$ cat config.mk
export PLATFORM = sky130hd
export DESIGN_NAME = ucpu_bus_tracer
export DESIGN_NICKNAME = d
export VERILOG_FILES = /design/src/rtl/ucpu_bus_tracer_pkg.sv /design/src/rtl/ucpu_bus_tracer_mem.sv /design/src/rtl/ucpu_bus_tracer.sv
export SDC_FILE = /design/constraint.sdc
export NUM_CORES = 2
export LEC_CHECK = 0
export BUFFER_PORTS_ARGS = -buffer_cell sky130_fd_sc_hd__buf_4
export CAP_MARGIN = 20
export CORE_ASPECT_RATIO = 1.25
export CORE_MARGIN = 2
export CORE_UTILIZATION = 63
export CTS_CLUSTER_DIAMETER = 100
export CTS_CLUSTER_SIZE = 8
export DETAILED_ROUTE_END_ITERATION = 10
export GPL_TIMING_DRIVEN = 0
export PLACE_DENSITY_LB_ADDON = 0.12
export SLEW_MARGIN = 20
export SYNTH_ARGS = -nofsm -noshare
export SYNTH_HDL_FRONTEND = slang
export SYNTH_HIERARCHICAL = 1
export SYNTH_SLANG_ARGS = --single-unit
$ cat constraint.sdc
create_clock -name clk -period 5.45 [get_ports clk]
set_clock_uncertainty 0.15 [all_clocks]
set_input_delay 0.8175 -clock clk [delete_from_list [all_inputs] [get_ports clk]]
set_output_delay 0.8175 -clock clk [all_outputs]
set_load 0.05 [all_outputs]
$ cat src/rtl/ucpu_bus_tracer_pkg.sv
// rtl/ucpu_bus_tracer_pkg.sv - shared types and codes for the uCPU bus tracer
//
// Purpose: capture FSM state codes, trigger mode codes and the trace entry
// width helper, shared by the tracer top and its trace memory.
// Ports: none (package).

package ucpu_bus_tracer_pkg;

   typedef enum logic [1:0] {
      ST_IDLE  = 2'd0,
      ST_ARMED = 2'd1,
      ST_POST  = 2'd2,
      ST_DONE  = 2'd3
   } state_t;

   localparam logic [1:0] TRIG_ROM_ADDR    = 2'd0;
   localparam logic [1:0] TRIG_RAM_WR      = 2'd1;
   localparam logic [1:0] TRIG_RAM_WR_DATA = 2'd2;
   localparam logic [1:0] TRIG_IMMEDIATE   = 2'd3;

   // Entry layout, MSB first: {wr_en, ram_data, ram_addr, rom_data, rom_addr}
   function automatic int entry_width(input int aw, input int rom_dw, input int ram_dw);
      return 1 + ram_dw + aw + rom_dw + aw;
   endfunction

endpackage

$ cat src/rtl/ucpu_bus_tracer_mem.sv
// rtl/ucpu_bus_tracer_mem.sv - DEPTH x EW simple dual-port trace memory
//
// Purpose: one write port, one registered synchronous read port. The array
// itself is not reset; only the read data register is.
// Ports:
//   clk, rst          clock, asynchronous active-high reset (read register only)
//   wr, waddr, wdata  write port
//   rd, raddr         read enable and address; rdata updates on the next edge
//   rdata             registered read data, holds while rd is low

module ucpu_bus_tracer_mem #(
   parameter int DEPTH = 64,
   parameter int PW    = 6,
   parameter int EW    = 37
) (
   input  logic          clk,
   input  logic          rst,
   input  logic          wr,
   input  logic [PW-1:0] waddr,
   input  logic [EW-1:0] wdata,
   input  logic          rd,
   input  logic [PW-1:0] raddr,
   output logic [EW-1:0] rdata
);

   logic [EW-1:0] mem [DEPTH];

   always_ff @(posedge clk) begin
      if (wr) mem[waddr] <= wdata;
   end

   always_ff @(posedge clk or posedge rst) begin
      if (rst)     rdata <= '0;
      else if (rd) rdata <= mem[raddr];
   end

endmodule

$ cat src/rtl/ucpu_bus_tracer.sv
// rtl/ucpu_bus_tracer.sv - triggered circular trace buffer for the uCPU buses
//
// Purpose: passively snoops the ROM/RAM buses, records one entry per cycle
// while ARMED/POST, stops post_count entries after the trigger entry, and
// offers the frozen trace for readout with index 0 = oldest retained entry.
// Ports:
//   clk, rst                          clock, asynchronous active-high reset
//   rom_addr, rom_data                snooped ROM bus
//   ram_addr, ram_data, wr_en         snooped RAM bus
//   arm                               clear buffer and start capture
//   trig_mode, trig_addr, trig_data   trigger selection and compare values
//   post_count                        entries kept after the trigger entry
//   state, count, trig_pos            status
//   rd_req, rd_addr                   readout request (honoured in DONE)
//   rd_valid, rd_entry                readout result, one cycle later

module ucpu_bus_tracer
   import ucpu_bus_tracer_pkg::*;
#(
   parameter  int AW     = 8,
   parameter  int ROM_DW = 12,
   parameter  int RAM_DW = 8,
   parameter  int DEPTH  = 64,
   localparam int PW     = $clog2(DEPTH),
   localparam int EW     = entry_width(AW, ROM_DW, RAM_DW)
) (
   input  logic              clk,
   input  logic              rst,
   input  logic [AW-1:0]     rom_addr,
   input  logic [ROM_DW-1:0] rom_data,
   input  logic [AW-1:0]     ram_addr,
   input  logic [RAM_DW-1:0] ram_data,
   input  logic              wr_en,
   input  logic              arm,
   input  logic [1:0]        trig_mode,
   input  logic [AW-1:0]     trig_addr,
   input  logic [RAM_DW-1:0] trig_data,
   input  logic [PW-1:0]     post_count,
   output logic [1:0]        state,
   output logic [PW:0]       count,
   output logic [PW-1:0]     trig_pos,
   input  logic              rd_req,
   input  logic [PW-1:0]     rd_addr,
   output logic              rd_valid,
   output logic [EW-1:0]     rd_entry
);

   localparam logic [PW:0]   COUNT_FULL = (PW + 1)'(DEPTH);
   localparam logic [PW:0]   COUNT_ONE  = (PW + 1)'(1);
   localparam logic [PW-1:0] PTR_ONE    = PW'(1);

   state_t        state_q, state_d;
   logic [PW-1:0] wptr_q, pc_q, trig_idx_q, oldest, rd_index;
   logic [PW:0]   count_q;
   logic          trig_hit, capture, rd_fire;
   logic [EW-1:0] entry;

   assign entry = {wr_en, ram_data, ram_addr, rom_data, rom_addr};

   always_comb begin
      trig_hit = 1'b0;
      case (trig_mode)
         TRIG_ROM_ADDR:    trig_hit = (rom_addr == trig_addr);
         TRIG_RAM_WR:      trig_hit = wr_en && (ram_addr == trig_addr);
         TRIG_RAM_WR_DATA: trig_hit = wr_en && (ram_addr == trig_addr) && (ram_data == trig_data);
         TRIG_IMMEDIATE:   trig_hit = 1'b1;
         default:          trig_hit = 1'b0;
      endcase
   end

   // arm takes priority: it restarts the trace and suppresses that cycle's write
   assign capture = !arm && (state_q == ST_ARMED || state_q == ST_POST);

   always_comb begin
      state_d = state_q;
      if (arm) begin
         state_d = ST_ARMED;
      end else begin
         case (state_q)
            ST_ARMED: if (trig_hit) state_d = (post_count != '0) ? ST_POST : ST_DONE;
            ST_POST:  if (pc_q == PTR_ONE) state_d = ST_DONE;
            default:  state_d = state_q;
         endcase
      end
   end

   always_ff @(posedge clk or posedge rst) begin
      if (rst) begin
         state_q    <= ST_IDLE;
         wptr_q     <= '0;
         count_q    <= '0;
         pc_q       <= '0;
         trig_idx_q <= '0;
         rd_valid   <= 1'b0;
      end else begin
         state_q  <= state_d;
         rd_valid <= rd_fire;
         if (arm) begin
            wptr_q     <= '0;
            count_q    <= '0;
            trig_idx_q <= '0;
         end else if (capture) begin
            wptr_q <= wptr_q + PTR_ONE;
            if (count_q != COUNT_FULL) count_q <= count_q + COUNT_ONE;
            if (state_q == ST_ARMED && trig_hit) begin
               trig_idx_q <= wptr_q;
               pc_q       <= post_count;
            end else if (state_q == ST_POST) begin
               pc_q <= pc_q - PTR_ONE;
            end
         end
      end
   end

   // Once the buffer has wrapped, the slot about to be overwritten is the oldest
   assign oldest   = (count_q == COUNT_FULL) ? wptr_q : '0;
   assign trig_pos = trig_idx_q - oldest;
   assign rd_fire  = rd_req && (state_q == ST_DONE);
   assign rd_index = oldest + rd_addr;
   assign state    = state_q;
   assign count    = count_q;

   ucpu_bus_tracer_mem #(
      .DEPTH (DEPTH),
      .PW    (PW),
      .EW    (EW)
   ) u_mem (
      .clk   (clk),
      .rst   (rst),
      .wr    (capture),
      .waddr (wptr_q),
      .wdata (entry),
      .rd    (rd_fire),
      .raddr (rd_index),
      .rdata (rd_entry)
   );

endmodule
# --- Word level (Yosys, flattened, before mapping) ---
# Memory sizes are Yosys's and may differ from the RTL's. A register that Yosys moved wholly into a read port is not among the register bits.
# Index checks and enable logic that the tools add are counted.
op_classes:
  n_reduce_logical: 18
  n_mul: 0
  bitwise: 1
  eq_ne: 14
  magnitude_cmp: 0
  n_div: 0
  mux: 19
  addsub: 5
  n_shift: 0
op_table:
  columns: ["op", "count"]
  rows:
  - ["$mux W6", 8]
  - ["$eq A8 B8 Y1", 3]
  - ["$mux W7", 3]
  - ["$eq A2 B2 Y1 const B", 4]
  - ["$reduce_bool A2 Y1", 4]
  - ["$add A7 B1 Y7 const B", 1]
  - ["$eq A7 B7 Y1 const B", 1]
  - ["$ne A7 B7 Y1 const B", 1]
  - ["$add A6 B1 Y6 const B", 1]
  - ["$add A6 B6 Y6", 1]
  - ["$eq A6 B1 Y1 const B", 1]
  - ["$mux W2", 3]
  - ["$reduce_and A3 Y1", 2]
  - ["$reduce_bool A6 Y1", 1]
  - ["$sub A6 B1 Y6 const B", 1]
  - ["$sub A6 B6 Y6", 1]
  - ["$logic_and A1 B1 Y1", 5]
  - ["$eq A2 B1 Y1 const B", 2]
  - ["$pmux W1 S4", 1]
  - ["$pmux W2 S2", 1]
  - ["$reduce_and A2 Y1", 2]
  - ["$mux W1", 3]
  - ["$ne A3 B2 Y1 const B", 1]
  - ["$ne A3 B3 Y1 const B", 1]
  - ["5 further kinds", 5]
totals:
  memories: 1
  latchBits: 0
  ramBits: 2368
  wordCells: 64
  in_bits: 71
  register_bits: 28
  mem_bits_ro: 0
  output_inout_bits: 53
mem_list:
  columns: ["memory", "depth", "width", "read_ports", "rd_ports_with_merged_regs", "wr", "line", "source"]
  rows:
  - ["u_mem.mem", 64, 37, 1, 1, 1, "ucpu_bus_tracer_mem.sv:26", "logic [EW-1:0] mem [DEPTH];"]

# --- Logic depth before layout (Yosys ltp) ---
depth:
  depth_word: 8
  depth_mapped: 21
  ltp_nobuf: 17

# --- Hierarchy ---
# The synthesis kept the hierarchy.
modules_own_cells:
  columns: ["mod", "seq_area_each_um2", "instances", "cells_each", "area_each_um2"]
  rows:
  - ["ucpu_bus_tracer_mem", 72034.1, 1, 4404, 91973.2]
  - ["ucpu_bus_tracer", 700.7, 1, 275, 2466.1]

# --- Worst setup path before layout ---
# OpenSTA, ideal clock, no wires.
synth_path:
  path_kind: "register to register"
  start: "register state_q[0], in the netlist state[0]"
  end: "memory u_mem.mem[48][0] (enable)"
  path_stages_with_launch: 10
  path_slack_ps: 174
  setup_time_ps: 477
  n_path_buf: 3
  period_less_slack_ps: 5276
  t_arrival_ps: 4649
  required_time_ps: 4823
  cell_sequence: "dfrtp_1 -> inv_1 -> ha_1 -> buf_2 -> or2_2 -> clkbuf_1 -> inv_1 -> buf_2 -> nand4b_1 -> nor3_1"
synth_via:
  elab_chain_cells: 5
  elab_cells_between_ends: 6
  cone_classes: "2 x eq/ne; 2 x mux; 2 x reduce/logical"
synth_lines:
  columns: ["element", "line", "source"]
  rows:
  - ["start: declaration", "ucpu_bus_tracer.sv:52", "state_t state_q, state_d;"]
  - ["start signal: assignment", "ucpu_bus_tracer.sv:96", "state_q <= state_d;"]
  - ["$eq A2 B1 Y1 or $eq A2 B2 Y1 (tied branches)", "ucpu_bus_tracer.sv:72", "assign capture = !arm && (state_q == ST_ARMED || state_q == ST_POST);"]
  - ["$logic_or A1 B1 Y1 *", "ucpu_bus_tracer.sv:72", null]
  - ["$logic_and A1 B1 Y1 *", "ucpu_bus_tracer.sv:72", null]
  - ["net capture", "ucpu_bus_tracer.sv:55", "logic trig_hit, capture, rd_fire;"]
  - ["$mux W1 *", "ucpu_bus_tracer_mem.sv:29", "if (wr) mem[waddr] <= wdata;"]
  - ["$mux W1 (implied by the code) *", "ucpu_bus_tracer_mem.sv:29", null]
  - ["end: declaration", "ucpu_bus_tracer_mem.sv:26", null]
# The timed path passes the listed nets; every way through them passes the cells marked *.

# --- Final worst setup path ---
layout_path:
  start: "register count_q[0], in the netlist count[0]"
  end: "register u_mem.rdata[7], read port of u_mem.mem"
layout_via:
  elab_chain_cells: 3
layout_lines:
  columns: ["element", "line", "source"]
  rows:
  - ["start: declaration", "ucpu_bus_tracer.sv:54", "logic [PW:0] count_q;"]
  - ["start signal: assignment", "ucpu_bus_tracer.sv:104", "if (count_q != COUNT_FULL) count_q <= count_q + COUNT_ONE;"]
  - ["$eq A7 B7 Y1", "ucpu_bus_tracer.sv:116", "assign oldest = (count_q == COUNT_FULL) ? wptr_q : '0;"]
  - ["$mux W6", "ucpu_bus_tracer.sv:116", null]
  - ["$add A6 B6 Y6", "ucpu_bus_tracer.sv:119", "assign rd_index = oldest + rd_addr;"]
  - ["net rd_index[2]", "ucpu_bus_tracer.sv:53", "logic [PW-1:0] wptr_q, pc_q, trig_idx_q, oldest, rd_index;"]
  - ["end: declaration", "ucpu_bus_tracer_mem.sv:23", "output logic [EW-1:0] rdata"]
# The timed path passes the listed nets, and every way through them passes these cells.
# A chain may end at the register's enable or synchronous reset.

==> results.json <==
{
  "p_sw_share_pct": 22.2,
  "crit_type": "flip-flop to flip-flop",
  "fillers": 8303,
  "htree_levels": 5,
  "regArea_mm2": 0.0727,
  "rows": 158,
  "drt-total-wl_mm": 266,
  "grt_max_degree": 66,
  "peakVddDrop_mv": 0.422,
  "end_kind": "flip-flop",
  "startpoint_type": "flip-flop",
  "relSlewSlack_pct": 26.6,
  "start_util_pct": 63.5,
  "netlist_area_mm2": 0.0944,
  "cts_tree": "done",
  "fin_ws_ns": -0.0902,
  "drc": 0,
  "die_w_um": 350,
  "antenna_found_initial": 10,
  "ioPinCount": 124,
  "via_per_inst": 7.02,
  "gp_congestion": 0.943,
  "hold_viol_final": 0,
  "drive_gt1_share_pct": 23.8,
  "synth_fp_nets": 4770,
  "clock_path_buffers": 4,
  "numPortBuffers": 123,
  "first_global_vias": 51600,
  "vias": 51700,
  "total_power_mw": 43.0,
  "grt_pass1_wl_mm": 374,
  "hold-worst-slack_ns": 0.0891,
  "die_h_um": 437,
  "grt_overflow_total": 0,
  "clkPwrFrac_pct": 43.9,
  "worstPathArrival_ns": 6.15,
  "final.period_utilization_pct": 102,
  "ys_seq_elements": 2433,
  "yosys_warnings": 6,
  "rsz0062_at_grt": "yes",
  "yosys.area.top_type": "edfxtp_1",
  "multi_input_area_mm2": 0.0208,
  "combPwrFrac_pct": 7.1,
  "critPathMaxFanout": 10,
  "power_per_cell_area_mw_per_mm2": 389,
  "cts_buffers": 354,
  "ys_types": 79,
  "clk_pin_slew_ns": 0.05,
  "p_int_mw": 33.5,
  "syn_avg_cell_area_um2": 20.2,
  "violations": "antenna rules, setup timing",
  "antenna_left": 1,
  "final-max-slew-violation-count": 0,
  "drt_iter0_markers": 7455,
  "worst_pin_slew_ns": 1.09,
  "track_usage_pct": 35.3,
  "p_leak_nw": 36.8,
  "cp.required_ns": 6.06,
  "cts_root_buf": "clkbuf_16",
  "pwr-share-seq_pct": 49.0,
  "nets": 5364,
  "p_sw_mw": 9.54,
  "cts.sinks": 2433,
  "maxCapViolCount": 0,
  "min_path_type": "primary input to flip-flop",
  "synth_edf_count": 2368,
  "synth_cells": 4679,
  "wl_per_cell_um": 36.1,
  "yosysTopAreaCellShare_pct": 75.3,
  "status": "complete, but fails checks",
  "synthTopCellsByArea": "edfxtp_1, mux4_2, mux2i_1",
  "die-area_mm2": 0.153,
  "ys_seq_area_share_pct": 77.0,
  "async_reset_ff_share_pct": 2.67,
  "hpwl_mm": 169,
  "core-area_mm2": 0.149,
  "min_period_ns": 5.54,
  "area_growth_pct": 17.0,
  "clk_latency_ns": 0.94,
  "setup_viol": 3,
  "fmax_mhz": 181,
  "ys.flop_type": "edfxtp_1",
  "drtPass1Iterations": 6
}
==> final timing paths <==
kind                                   to  cells after the start           from  slack (ns)
hold / removal                    pc_q[5]                      3  post_count[5]        0.09
setup / recovery           u_mem/rdata[7]                     17       count[0]       -0.09
min in group asynchronous  u_mem/rdata[1]                      3            rst        0.26
hold reg to reg                   pc_q[0]                      1        pc_q[0]        0.40
setup reg to reg           u_mem/rdata[7]                     17       count[0]       -0.09
max in group asynchronous         pc_q[1]                      3            rst        4.28
==> timing repair <==
action | in CTS | in global routing
gates resized for setup | 35 | 47
setup buffers | 3 | 0
hold buffers | 2 | 0
endpoints found under the hold margin | 66 | 0
endpoints found under the setup margin | 33 | 37
==> metrics by stage <==
stage / setup TNS, ns / utilization, % / instances / area, um^2 / setup slack (ns)
after detailed placement: -4.89 / 67.8 / 6912 / 101000 / -0.392
final: -0.156 / 74.3 / 7367 / 110000 / -0.0902
after global placement: -2192.36 / 65.8 / 6802 / 97900 / -2.83
after floorplan: 0 / - / 4679 / 94400 / 0.174
after global routing: -0.0812 / 74.3 / 7359 / 110000 / -0.0726
after CTS: -0.105 / 74.2 / 7358 / 110000 / -0.0542
==> worst max-delay path: stages (launching register included) <==
cell and delay (ns):
dfrtp_1 0.46, inv_1 0.08, ha_1 0.19, and3_1 0.15
clkbuf_1 0.18, and2_1 0.23, ha_1 0.21, fa_1 0.41
xor2_1 0.27, buf_2 0.28, buf_4 0.29, buf_4 0.38
clkbuf_4 0.35, mux4_2 0.33, o21ai_0 0.52, nand2_1 0.30
o22ai_1 0.42, o41ai_1 0.14
==> routing by layer <==
metal | GRT usage (%) | vias to the layer above | share of wire (%)
met5 | 0 | - | 0.014
met4 | 19.3 | 6 | 6.0
met3 | 8.42 | 674 | 11
met2 | 54.8 | 3790 | 48
met1 | 46.7 | 26800 | 35
li1 | - | 20500 | -
==> synth_stat cells, types with 40 or more instances <==
master	count
mux2i_1	490
edfxtp_1	2368
inv_1	41
o21ai_0	40
buf_2	110
a221oi_1	55
nor2b_1	100
o22ai_1	131
a211oi_1	76
buf_4	54
clkbuf_1	77
nor2_1	146
nand2_1	62
dfrtp_1	65
o22a_1	55
mux4_2	351
==> final cells by class <==
class | instances | share of cell area [%]
plain buffers | 264 | 1.39
multi-input cells | 1941 | 18.8
flip-flops and latches | 2433 | 65.8
diodes | 9 | 0.0204
repair buffers | 238 | 3.14
inverters | 41 | 0.139
well taps | 2000 | 2.26
clock inverters | 6 | 0.0476
clock buffers | 435 | 8.39
==> power by group through the flow <==
stage | registers [mW] | clock network (mW) | logic [mW]
after global routing | 21.1 | 19.8 | 3.14
after CTS | 21.1 | 19.0 | 2.99
after detailed placement | 21.4 | 0 | 2.94
after global placement | 21.4 | 0 | 2.81
after floorplan | 21.5 | 0 | 1.37
final | 21.1 | 18.9 | 3.04
==> logic make-up after synthesis <==
family	count (synthesis)	synth area share [%]
AOI/OAI and AO/OA	561	4.32
buffers and inverters	305	1.71
muxes	841	13.6
DFF	2433	77.0
and+or+nand+nor	474	2.69
adders and majority gates	20	0.281
xor gates and xnor gates	45	0.417
==> cell usage in the layout (no fill, tap or decap), types with 55 or more instances in the layout <==
| master | Yosys | routed |
|---|---|---|
| o22ai_1 | 131 | 123 |
| mux2i_1 | 490 | 489 |
| buf_2 | 110 | 97 |
| buf_4 | 54 | 193 |
| clkbuf_1 | 77 | 133 |
| nor2_1 | 146 | 84 |
| nor2_4 | 1 | 63 |
| a211oi_1 | 76 | 73 |
| nor2b_1 | 100 | 100 |
| mux4_2 | 351 | 351 |
| edfxtp_1 | 2368 | 2368 |
| dfrtp_1 | 65 | 65 |
| clkbuf_16 | 0 | 359 |
| o22a_1 | 55 | 55 |
| nand2_1 | 62 | 62 |
==> registers in the layout (all words and copies together) (netlist names) <==
signal / flops
count: 7
trig_idx_q: 6
pc_q: 6
u_mem/mem: 2368
state: 2
wptr_q: 6
rd_valid: 1
u_mem/rdata: 37
Note: power is estimated with default switching activity, not from simulation.
